===== src/rtl/shift_add_mult_ctrl.sv =====
// ---------------------------------------------------------------------------
// shift_add_mult_ctrl
//   Sequential unsigned multiplier built from one WIDTH+1-bit adder. It
//   performs one add-and-shift step per clock and needs WIDTH clocks per
//   product.
//
//   state | meaning
//   ------+--------------------------------------------------------------
//   IDLE  | waiting for start; operands are captured when start is accepted
//   RUN   | one add/shift step per edge; WIDTH steps in total
//   DONE  | product valid and newly updated; done pulses for this cycle
//
// Ports
//   clk      in   1        system clock, rising edge
//   rst      in   1        synchronous active-high reset
//   start    in   1        begin a multiply (sampled only in IDLE)
//   a        in   WIDTH    multiplicand, unsigned
//   b        in   WIDTH    multiplier, unsigned
//   busy     out  1        operation in progress (RUN or DONE)
//   done     out  1        one-cycle pulse, product just updated
//   product  out  2*WIDTH  result of the last completed operation
// ---------------------------------------------------------------------------
module shift_add_mult_ctrl #(
  parameter int WIDTH = 8
) (
  input  logic               clk,
  input  logic               rst,
  input  logic               start,
  input  logic [WIDTH-1:0]   a,
  input  logic [WIDTH-1:0]   b,
  output logic               busy,
  output logic               done,
  output logic [2*WIDTH-1:0] product
);

  localparam int CW = (WIDTH > 1) ? $clog2(WIDTH) : 1;

  localparam logic [1:0] IDLE = 2'd0;
  localparam logic [1:0] RUN  = 2'd1;
  localparam logic [1:0] DONE = 2'd2;

  localparam logic [CW-1:0] LAST_STEP = CW'(WIDTH - 1);

  logic [1:0]         state_q,   state_d;
  logic [WIDTH-1:0]   mcand_q,   mcand_d;
  logic [WIDTH:0]     acc_q,     acc_d;
  logic [WIDTH-1:0]   mplier_q,  mplier_d;
  logic [CW-1:0]      count_q,   count_d;
  logic [2*WIDTH-1:0] product_q, product_d;

  // The shared adder. acc never exceeds 2^WIDTH-1 after a shift, so the
  // WIDTH+1-bit sum always holds the carry out of the WIDTH-bit add.
  logic [WIDTH:0]     addend;
  logic [WIDTH:0]     sum;
  logic [2*WIDTH:0]   shifted;

  always_comb begin
    addend  = mplier_q[0] ? {1'b0, mcand_q} : '0;
    sum     = acc_q + addend;
    // The carry (sum MSB) shifts into acc, and the sum LSB shifts into the
    // top of mplier as the next finished product bit.
    shifted = {sum, mplier_q} >> 1;
  end

  always_comb begin
    state_d   = state_q;
    mcand_d   = mcand_q;
    acc_d     = acc_q;
    mplier_d  = mplier_q;
    count_d   = count_q;
    product_d = product_q;

    case (state_q)
      IDLE: begin
        if (start) begin
          mcand_d  = a;
          mplier_d = b;
          acc_d    = '0;
          count_d  = '0;
          state_d  = RUN;
        end
      end

      RUN: begin
        acc_d    = shifted[2*WIDTH:WIDTH];
        mplier_d = shifted[WIDTH-1:0];
        count_d  = count_q + 1'b1;
        if (count_q == LAST_STEP) begin
          product_d = {acc_d[WIDTH-1:0], mplier_d};
          state_d   = DONE;
        end
      end

      DONE: begin
        state_d = IDLE;
      end

      default: begin
        state_d = IDLE;
      end
    endcase
  end

  always_ff @(posedge clk) begin
    if (rst) begin
      state_q   <= IDLE;
      mcand_q   <= '0;
      acc_q     <= '0;
      mplier_q  <= '0;
      count_q   <= '0;
      product_q <= '0;
    end else begin
      state_q   <= state_d;
      mcand_q   <= mcand_d;
      acc_q     <= acc_d;
      mplier_q  <= mplier_d;
      count_q   <= count_d;
      product_q <= product_d;
    end
  end

  // Status comes from the state register only.
  assign busy    = (state_q == RUN) || (state_q == DONE);
  assign done    = (state_q == DONE);
  assign product = product_q;

endmodule

===== config.mk =====
export PLATFORM = sky130hd
export DESIGN_NAME = shift_add_mult_ctrl
export DESIGN_NICKNAME = d
export VERILOG_FILES = /design/src/rtl/shift_add_mult_ctrl.sv
export SDC_FILE = /design/constraint.sdc
export NUM_CORES = 1
export LEC_CHECK = 0
export ABC_CLOCK_PERIOD_IN_PS = 2560
export BUFFER_PORTS_ARGS = -buffer_cell sky130_fd_sc_hd__buf_4
export CAP_MARGIN = 20
export CORE_MARGIN = 2
export CORE_UTILIZATION = 45
export CTS_CLUSTER_SIZE = 8
export DETAILED_ROUTE_END_ITERATION = 8
export HOLD_SLACK_MARGIN = 0.08
export PLACE_DENSITY = 0.66
export SKIP_LAST_GASP = 1
export SYNTH_ARGS = -nofsm -noshare
export SYNTH_HDL_FRONTEND = slang
export SYNTH_SLANG_ARGS = --single-unit

===== constraint.sdc =====
create_clock -name clk -period 2.56 [get_ports clk]
set_input_delay 0.256 -clock clk [delete_from_list [all_inputs] [get_ports clk]]
set_output_delay 0.256 -clock clk [all_outputs]
set_load 0.02 [all_outputs]

# Yosys cells after proc, flatten, opt, wreduce, memory -nomap -nowiden
# Cells that the tools add are included.
# Widths: inputs -> output; s select.
[totals]
input_bits = 19
word_cells = 30
ff_bits = 46
output_inout_bits = 18
[op_classes]
mux = 10
eq_ne = 5
reduce_logical = 7
add_sub_neg = 2
[op_table]
columns = ["operator", "count"]
rows = [
  ["$pmux 9 s2", 1],
  ["$mux 8", 2],
  ["$pmux 8 s2", 1],
  ["$add 9x8->9", 1],
  ["$mux 9", 1],
  ["$reduce_and 2->1", 4],
  ["$pmux 3 s2", 1],
  ["$mux 2", 2],
  ["$ne 2x2->1 const B", 2],
  ["$pmux 2 s2", 1],
  ["$add 3x1->3 const B", 1],
  ["$eq 3x3->1 const B", 1],
  ["$mux 3", 1],
  ["$eq 2x1->1 const B", 1],
  ["$eq 2x2->1 const B", 1],
  ["$logic_not 2->1", 1],
  ["$reduce_bool 2->1", 1],
  ["$logic_or 1x1->1", 1],
]

# Depth between registers and ports, before layout
# Gate-level depths: netlist of the first run.
[depth]
depth_word = 3
mapped_depth = 8
mapped_depth_nobuf = 7

# Least setup slack after synthesis of the first run
# No wires, ideal clock.
[synth_path]
path_kind = "reg2reg"
startpoint = "register mplier_q[0]"
endpoint = "register product_q[13] (netlist: product[13])"
stages_incl_launch_ff = 8
arrival_time_ps = 1771
path_buffers = 0
synth_period_minus_slack_ps = 1902
t_required_ps = 2429
setup_ps = 131
slack_ps = 658
cell_sequence = "dfxtp_1 -> and2_1 -> ha_1 -> fa_1 -> a21o_1 -> a221oi_4 -> xor2_1 -> o31ai_1"
[synth_via]
elab_chain_cells = 2
[synth_lines]
columns = ["element", "line_no", "text"]
rows = [
  ["start, declared", "47", "logic [WIDTH-1:0] mplier_q, mplier_d;"],
  ["start signal, assigned", "116", "mplier_q <= mplier_d;"],
  ["$mux 8", "58", "addend = mplier_q[0] ? {1'b0, mcand_q} : '0;"],
  ["$add 9x8->9", "59", "sum = acc_q + addend;"],
  ["end signal, assigned", "118", "product_q <= product_d;"],
  ["end, declared", "49", "logic [2*WIDTH-1:0] product_q, product_d;"],
]
# Every way passes these cells.
# A chain may end at the register's enable or synchronous reset.

# Worst setup path in the final report of the first run
# Ends and elaborated chain as after synthesis.

==> summary.txt, run 1 <==
outcome: finished, final reports clean
reg2reg start: mplier_q[0]$_SDFFE_PP0P_
core box area: 4750 um2
commonest non-fill, non-tap cells in the layout: 45 x dfxtp_1, 39 x buf_4, 33 x nand2_1
antenna viol nets, final: 0
drt drc: 0
clock slew at reported path FFs: 0.08 ns
number of port buffers: 36
Area contributors post-synth: dfxtp_1 40%, ha_1 7.3%, a21oi_1 5.8%
post-CTS setup buffer count: 0
Slew @ Worst Pin: 0.551 ns
Netlist Area Pre-Place: 2230 um2
Max Fclk: 490 MHz
drt wl/cell: 13.4 um
Slowest-stage cell, CP: fa_1
Hold Fails Final Rpt: 0
Critical Path RT: 2.73 ns
global route overflow: 0
nets@finish: 313
CP startpoint: mplier_q[0]$_SDFFE_PP0P_
Setup Total Neg Slack: 0 ns
worst rel slew slack: 0.631
First-pass DRT Iterations: 4
I/O pin total: 37
commonest non-fill, non-tap cell in the layout: dfxtp_1
first-pass GRT wire length: 7800 um
CP Launch Type: flop
hold_ws: 0.216 ns
sequential element share of the synthesized area: 0.403
post-synth top area cell: dfxtp_1
RSZ-0062 raised after global routing: no
CP max stage delay: 0.41 ns
cts repair resizes: 0
Avg Cell Area, Syn: 9.01 um2
H-Tree Depth: 2
Ant. Diodes: 0
Cell Rows: 25
Syn Nets: 281
library cells used by synthesis: 40
clk root buf: clkbuf_8
FF-to-FF setup slack: 0.52 ns
post-layout util: 0.547
CTS tree: yes
routed vias: 1,808
crit path cell chain: and2_1 > ha_1 > fa_1 > a21o_1 > a221oi_4 > xor2_1 > o31ai_1
CP Capture Point: product[13]$_SDFFE_PP0P_
Final Cycle Share: 0.798
Gate Count Post-Synth: 248
die height: 74.5 um
FF-to-FF End: product[13]$_SDFFE_PP0P_
Die Area: 5540 um2
Max IR drop VDD: 0.228 mV
leakage: 0.00105 uW
metal1 wirelength: 2380 um
# setup viols final: 0
share of Yosys cell area claimed by the top area cell type: 0.403
Routed met3 length: 149 um
Non-Filler Cell Area, Final: 2600 um2
Max-Cap Viols: 0
vias in the first global route: 1,649
final WL: 4650 um
WL met2: 2070 um
clock skew: 0.00810 ns
Synth Register Bits: 45
initial antenna violation count: 0
Initial DRC Count: 112
Area after DPL: 2520 um2
layout cells sized above 1: 0.210
crit-path max FO: 9
fin cells: 348
Worst Path Arrival: 2.21 ns
# placed instances: 340
Post-DP HPWL: 3220 um
PD cells: 521 nW/um2
clk_lat worst skew: 0.30 ns
crit path time final: 2.04 ns
die width: 74.5 um
CP Capture Type: flop
hold-fix buffers at CTS: 0
CP Class: flop to flop
Clock Sinks: 45
worst-case clock buffer depth: 2
fin. max-slew vios: 0
largest net degree at the start of global routing: 53
Synth Warn #: 0
RD Place Congestion: 0.784
Layout Area Growth over Synthesis: 16.5%
TritonCTS Buffers: 5
DR top layer: met4
Via density: 5.20
R2R depth: 7
Tot GR Track Use: 0.184
Initial Util: 0.470
Tightest Hold Check Type: input pin to flop
## synthesized netlist by cell type, drive strengths merged
cell     n
a211oi  12
a21bo    1
a21boi   1
a21o     2
a21oi   27
a221oi   1
a22oi    4
and2    10
and3     1
buf      9
clkbuf   5
dfxtp   45
fa       1
ha      13
inv      4
mux2i    9
nand2   35
nand2b   3
nand3   15
nand3b  10
nand4b   1
nor2    18
nor2b    2
nor3     1
o211ai   4
o21a     1
o21ai    5
o311ai   1
o31ai    2
or3      2
xor2     3
## kinds of logic after synthesis
logic type	after synthesis	share of synthesized area
buffers and inverters	18	0.0482
AND/OR/NAND/NOR	98	0.218
adder cells (fa/ha/maj)	14	0.0818
multiplexers	9	0.0403
flip-flops	45	0.403
AO/OA/AOI/OAI	61	0.197
XOR/XNOR	3	0.0118
## routing by layer
layer	up-vias	track usage
met5	-	0
met4	0	0.0595
met3	6	0.0407
met2	29	0.284
met1	839	0.255
li1	934	-
## worst max-delay path, delay by kind of cell, from the launching register on
| family | cells | cell delay [ns] |
|---|---|---|
| AND/OR/NAND/NOR | 1 | 0.16 |
| AO/OA/AOI/OAI | 3 | 0.57 |
| flip-flops | 1 | 0.36 |
| XOR/XNOR | 1 | 0.21 |
| adder cells (fa/ha/maj) | 2 | 0.61 |
## report_power, final
group | internal, uW | leakage [uW] | total (uW) | switching [uW]
Combinational | 73.7 | 0.000645 | 175 | 102
Clock | 193 | 0.0000385 | 435 | 241
Sequential | 726 | 0.000366 | 746 | 19.9
Total | 994 | 0.00105 | 1360 | 363
## state kept, by name, summed over array words and instances (netlist names)
name      count
product      16
acc_q         8
mcand_q       8
mplier_q      8
count_q       3
state_q       2
## per-stage QoR
step | setup slack (ns) | power [uW]
floorplan | 0.658 | 893
global placement | 0.559 | 936
detailed placement | 0.541 | 940
CTS | 0.522 | 1370
global route | 0.382 | 1420
finish | 0.517 | 1360
## how the worst min path moves through the flow
stage / from / end / slack, ns / depth (start not counted)
3_5_place_dp: product[1]$_SDFFE_PP0P_ / product[1]$_SDFFE_PP0P_ / 0.45 / 2
2_1_floorplan: a[0] / mcand_q[0]$_SDFFE_PP0P_ / 0.40 / 2
3_3_place_gp: product[2]$_SDFFE_PP0P_ / product[2]$_SDFFE_PP0P_ / 0.44 / 2
6_report: a[2] / mcand_q[2]$_SDFFE_PP0P_ / 0.22 / 3
5_1_grt: a[0] / mcand_q[0]$_SDFFE_PP0P_ / 0.21 / 3
4_1_cts: a[1] / mcand_q[1]$_SDFFE_PP0P_ / 0.21 / 3
## area by class of cell
cell class	count	area, um2
fillers	480	2150
multi-input cells	185	1220
flip-flops and latches	45	901
repair buffers	39	293
well taps	67	83.8
clock buffers	7	76.3
inverters	4	15.0
clock inverters	1	7.51
No activity file was read; power rests on OpenSTA's default activity.
==> run 2, diff against run 1 <==
ABC_AREA = 1   (was unset)
ABC_CLOCK_PERIOD_IN_PS = 2020   (was 2560)
clock period = 2.02 ns   (was 2.56 ns; I/O delays follow)
==> run 2 against run 1 <==
Against the previous run:
- sequential power increased by 27%
- hold slack worse by 0.064 ns
- maximum frequency increased by 17%
- synthesized cell count rose by 21%
- largest cell class unchanged
- sequential cell count did not move
- clock skew is 0.00075 ns lower
- die area is 3.8% lower
- sequential share of layout area grew 0.27 points
- critical path depth up 5
- cell count up 13%
==> summary.txt, run 2 <==
nets@finish: 370
Tightest Hold Check Type: input pin to flop
routed vias: 1,890
TritonCTS Buffers: 5
layout cells sized above 1: 0.175
CP Class: flop to flop
# setup viols final: 0
ys async rst share: 0
top post-synthesis cells by count: 76 x nand2_1, 50 x nor2_1, 45 x dfxtp_1, 32 x o21ai_0, 28 x inv_1
Netlist Area Pre-Place: 2140 um2
Critical Path RT: 2.21 ns
drt drc: 0
First-pass DRT Iterations: 4
Area after DPL: 2450 um2
Most used DFF post-synth: dfxtp_1
Tot GR Track Use: 0.182
CTS tree: yes
die height: 73.0 um
outcome: finished, final reports clean
Max-Cap Viols: 0
I/O pin total: 37
CP max stage delay: 0.36 ns
PD cells: 748 nW/um2
Layout Area Growth over Synthesis: 20.5%
H-Tree Depth: 2
Non-Filler Cell Area, Final: 2580 um2
drt wl/cell: 10.8 um
Reg power frac: 0.491
Initial Util: 0.460
Max IR drop VDD: 0.357 mV
Via density: 4.82
R2R depth: 12
hold path cells: 3
number of port buffers: 36
Post-synth EDFFs: 0
global route overflow: 0
CP Launch Type: flop
clk root buf: clkbuf_8
Internal: 1490 uW
Max Fclk: 571 MHz
crit path time final: 1.75 ns
antenna viol nets, final: 0
P_sw: 443 uW
FF-to-FF setup slack: 0.27 ns
Avg Cell Area, Syn: 7.12 um2
crit-path max FO: 9
reg2reg start: mplier_q[0]$_SDFFE_PP0P_
Die Area: 5330 um2
clk_lat worst skew: 0.30 ns
Synth Register Bits: 45
Net Sw Frac: 0.229
Gate Count Post-Synth: 301
core box area: 4660 um2
Final Cycle Share: 0.867
initial antenna violation count: 0
crit path cell chain: nand2_1 > inv_1 > ha_1 > fa_2 > nand2_1 > nand2_1 > nand3_1 > nand2_1 > nand2_1 > nand2_1 > o21ai_0 > inv_1
CP bufs+invs: 2
hold_ws: 0.152 ns
commonest non-fill, non-tap cell in the layout: nand2_1
Clock Sinks: 45
RSZ-0062 raised after global routing: no
worst rel slew slack: 0.808
Worst Path Arrival: 1.94 ns
largest family of logic cells by synthesized area: simple AND/OR/NAND/NOR gates
Slowest-stage cell, CP: dfxtp_2
sequential element share of the synthesized area: 0.420
clock skew: 0.00734 ns
post-synth top area cell: dfxtp_1
first-pass GRT wire length: 7690 um
filler cell count: 468
post-synthesis adder-cell area fraction: 0.0852
clock power share: 0.410
Ant. Diodes: 0
Slew @ Worst Pin: 0.288 ns
Synth Area in XOR/XNOR: 0.0123
min-delay src: a[1]
Initial DRC Count: 56
final WL: 4230 um
worst-case clock buffer depth: 2
library cells used by synthesis: 22
CP Capture Type: flop
Largest register FFs: 16
leakage: 0.00131 uW
Setup Total Neg Slack: 0 ns
Syn Nets: 334
commonest non-fill, non-tap cells in the layout: 76 x nand2_1, 50 x nor2_1, 44 x dfxtp_1
post-synthesis mux area share: 0
vias in the first global route: 1,794
Synth Area in Compound Gates: 0.149
Hold Fails Final Rpt: 0
Simple-Gate Fraction of Synth Area: 0.246
FF-to-FF End: product[13]$_SDFFE_PP0P_
Cell Rows: 25
largest net degree at the start of global routing: 20
hold path endpoint: mcand_q[1]$_SDFFE_PP0P_
crit-path most repeated cell: nand2_1
Area contributors post-synth: dfxtp_1 42%, nand2_1 13%, nor2_1 8.8%
delay-heaviest family, CP: adder cells
die width: 73.0 um
share of Yosys cell area claimed by the top area cell type: 0.420
clock slew at reported path FFs: 0.08 ns
hold-fix buffers at CTS: 0
fin. max-slew vios: 0
most numerous cell in the Yosys netlist: nand2_1
RD Place Congestion: 0.850
Post-DP HPWL: 3180 um
Synth Warn #: 0
Gate power share: 0.099
run 2: area by class of cell:
| class | instances | area [um2] | area share |
|---|---|---|---|
| Inverter | 33 | 124 | 0.0479 |
| Tap cell | 54 | 67.6 | 0.0261 |
| Clock inverter | 3 | 65.1 | 0.0252 |
| Sequential cell | 45 | 902 | 0.349 |
| Clock buffer | 5 | 68.8 | 0.0266 |
| Timing Repair Buffer | 40 | 300 | 0.116 |
| Multi-Input combinational cell | 212 | 1060 | 0.409 |
run 2: per-stage QoR:
stage | utilization | cells | total power [uW] | setup WS [ns]
after global routing | 0.555 | 392 | 2020 | 0.0488
after CTS | 0.554 | 392 | 1950 | 0.163
after floorplan | - | 301 | 1100 | 0.240
after global placement | 0.525 | 384 | 1160 | 0.230
final | 0.555 | 392 | 1930 | 0.269
after detailed placement | 0.525 | 384 | 1160 | 0.207
run 2: worst max-delay path by stage:
stage	startpoint	end	cells past startpoint
5_1_grt	mplier_q[0]$_SDFFE_PP0P_	product[15]$_SDFFE_PP0P_	12
3_5_place_dp	mplier_q[0]$_SDFFE_PP0P_	product[15]$_SDFFE_PP0P_	12
6_report	mplier_q[0]$_SDFFE_PP0P_	product[13]$_SDFFE_PP0P_	12
3_3_place_gp	mplier_q[0]$_SDFFE_PP0P_	product[15]$_SDFFE_PP0P_	12
4_1_cts	mplier_q[0]$_SDFFE_PP0P_	product[13]$_SDFFE_PP0P_	12
2_1_floorplan	mplier_q[0]$_SDFFE_PP0P_	product[15]$_SDFFE_PP0P_	13
run 2: worst reg2reg max path, cell delays in order (launching register included):
cell and delay [ns]:
dfxtp_2 0.36, nand2_1 0.06, inv_1 0.04, ha_1 0.19
fa_2 0.36, nand2_1 0.08, nand2_1 0.06, nand3_1 0.10
nand2_1 0.08, nand2_1 0.07, nand2_1 0.06, o21ai_0 0.14
inv_1 0.05
run 2: power groups by stage:
| stage | clock network [uW] | registers [uW] | logic [uW] |
|---|---|---|---|
| floorplan | 0 | 959 | 143 |
| global placement | 0 | 970 | 191 |
| detailed placement | 0 | 971 | 193 |
| CTS | 809 | 950 | 194 |
| global route | 842 | 956 | 221 |
| finish | 793 | 950 | 191 |
run 2: cells by family (layout without fill, tap and decap cells):
kind of cell | count (synthesis) | after routing
DFF | 45 | 45
AOI/OAI and AO/OA | 59 | 59
buffers and inverters | 44 | 81
and+or+nand+nor | 136 | 136
adders and majority gates | 14 | 14
xor gates and xnor gates | 3 | 3
run 2: per-layer routing:
metal  routed length, um  vias up  global-route usage
met5                   0        -                   0
met4                  55        0              0.0576
met3                 236        6              0.0456
met2                1880       45               0.297
met1                2060      816               0.237
li1                    -     1023                   -
run 2: repair_timing:
action / 4_1_cts / 5_1_grt
setup buffers: 0 / 0
setup endpoints to repair: 0 / 3
gates resized for setup: 0 / 2
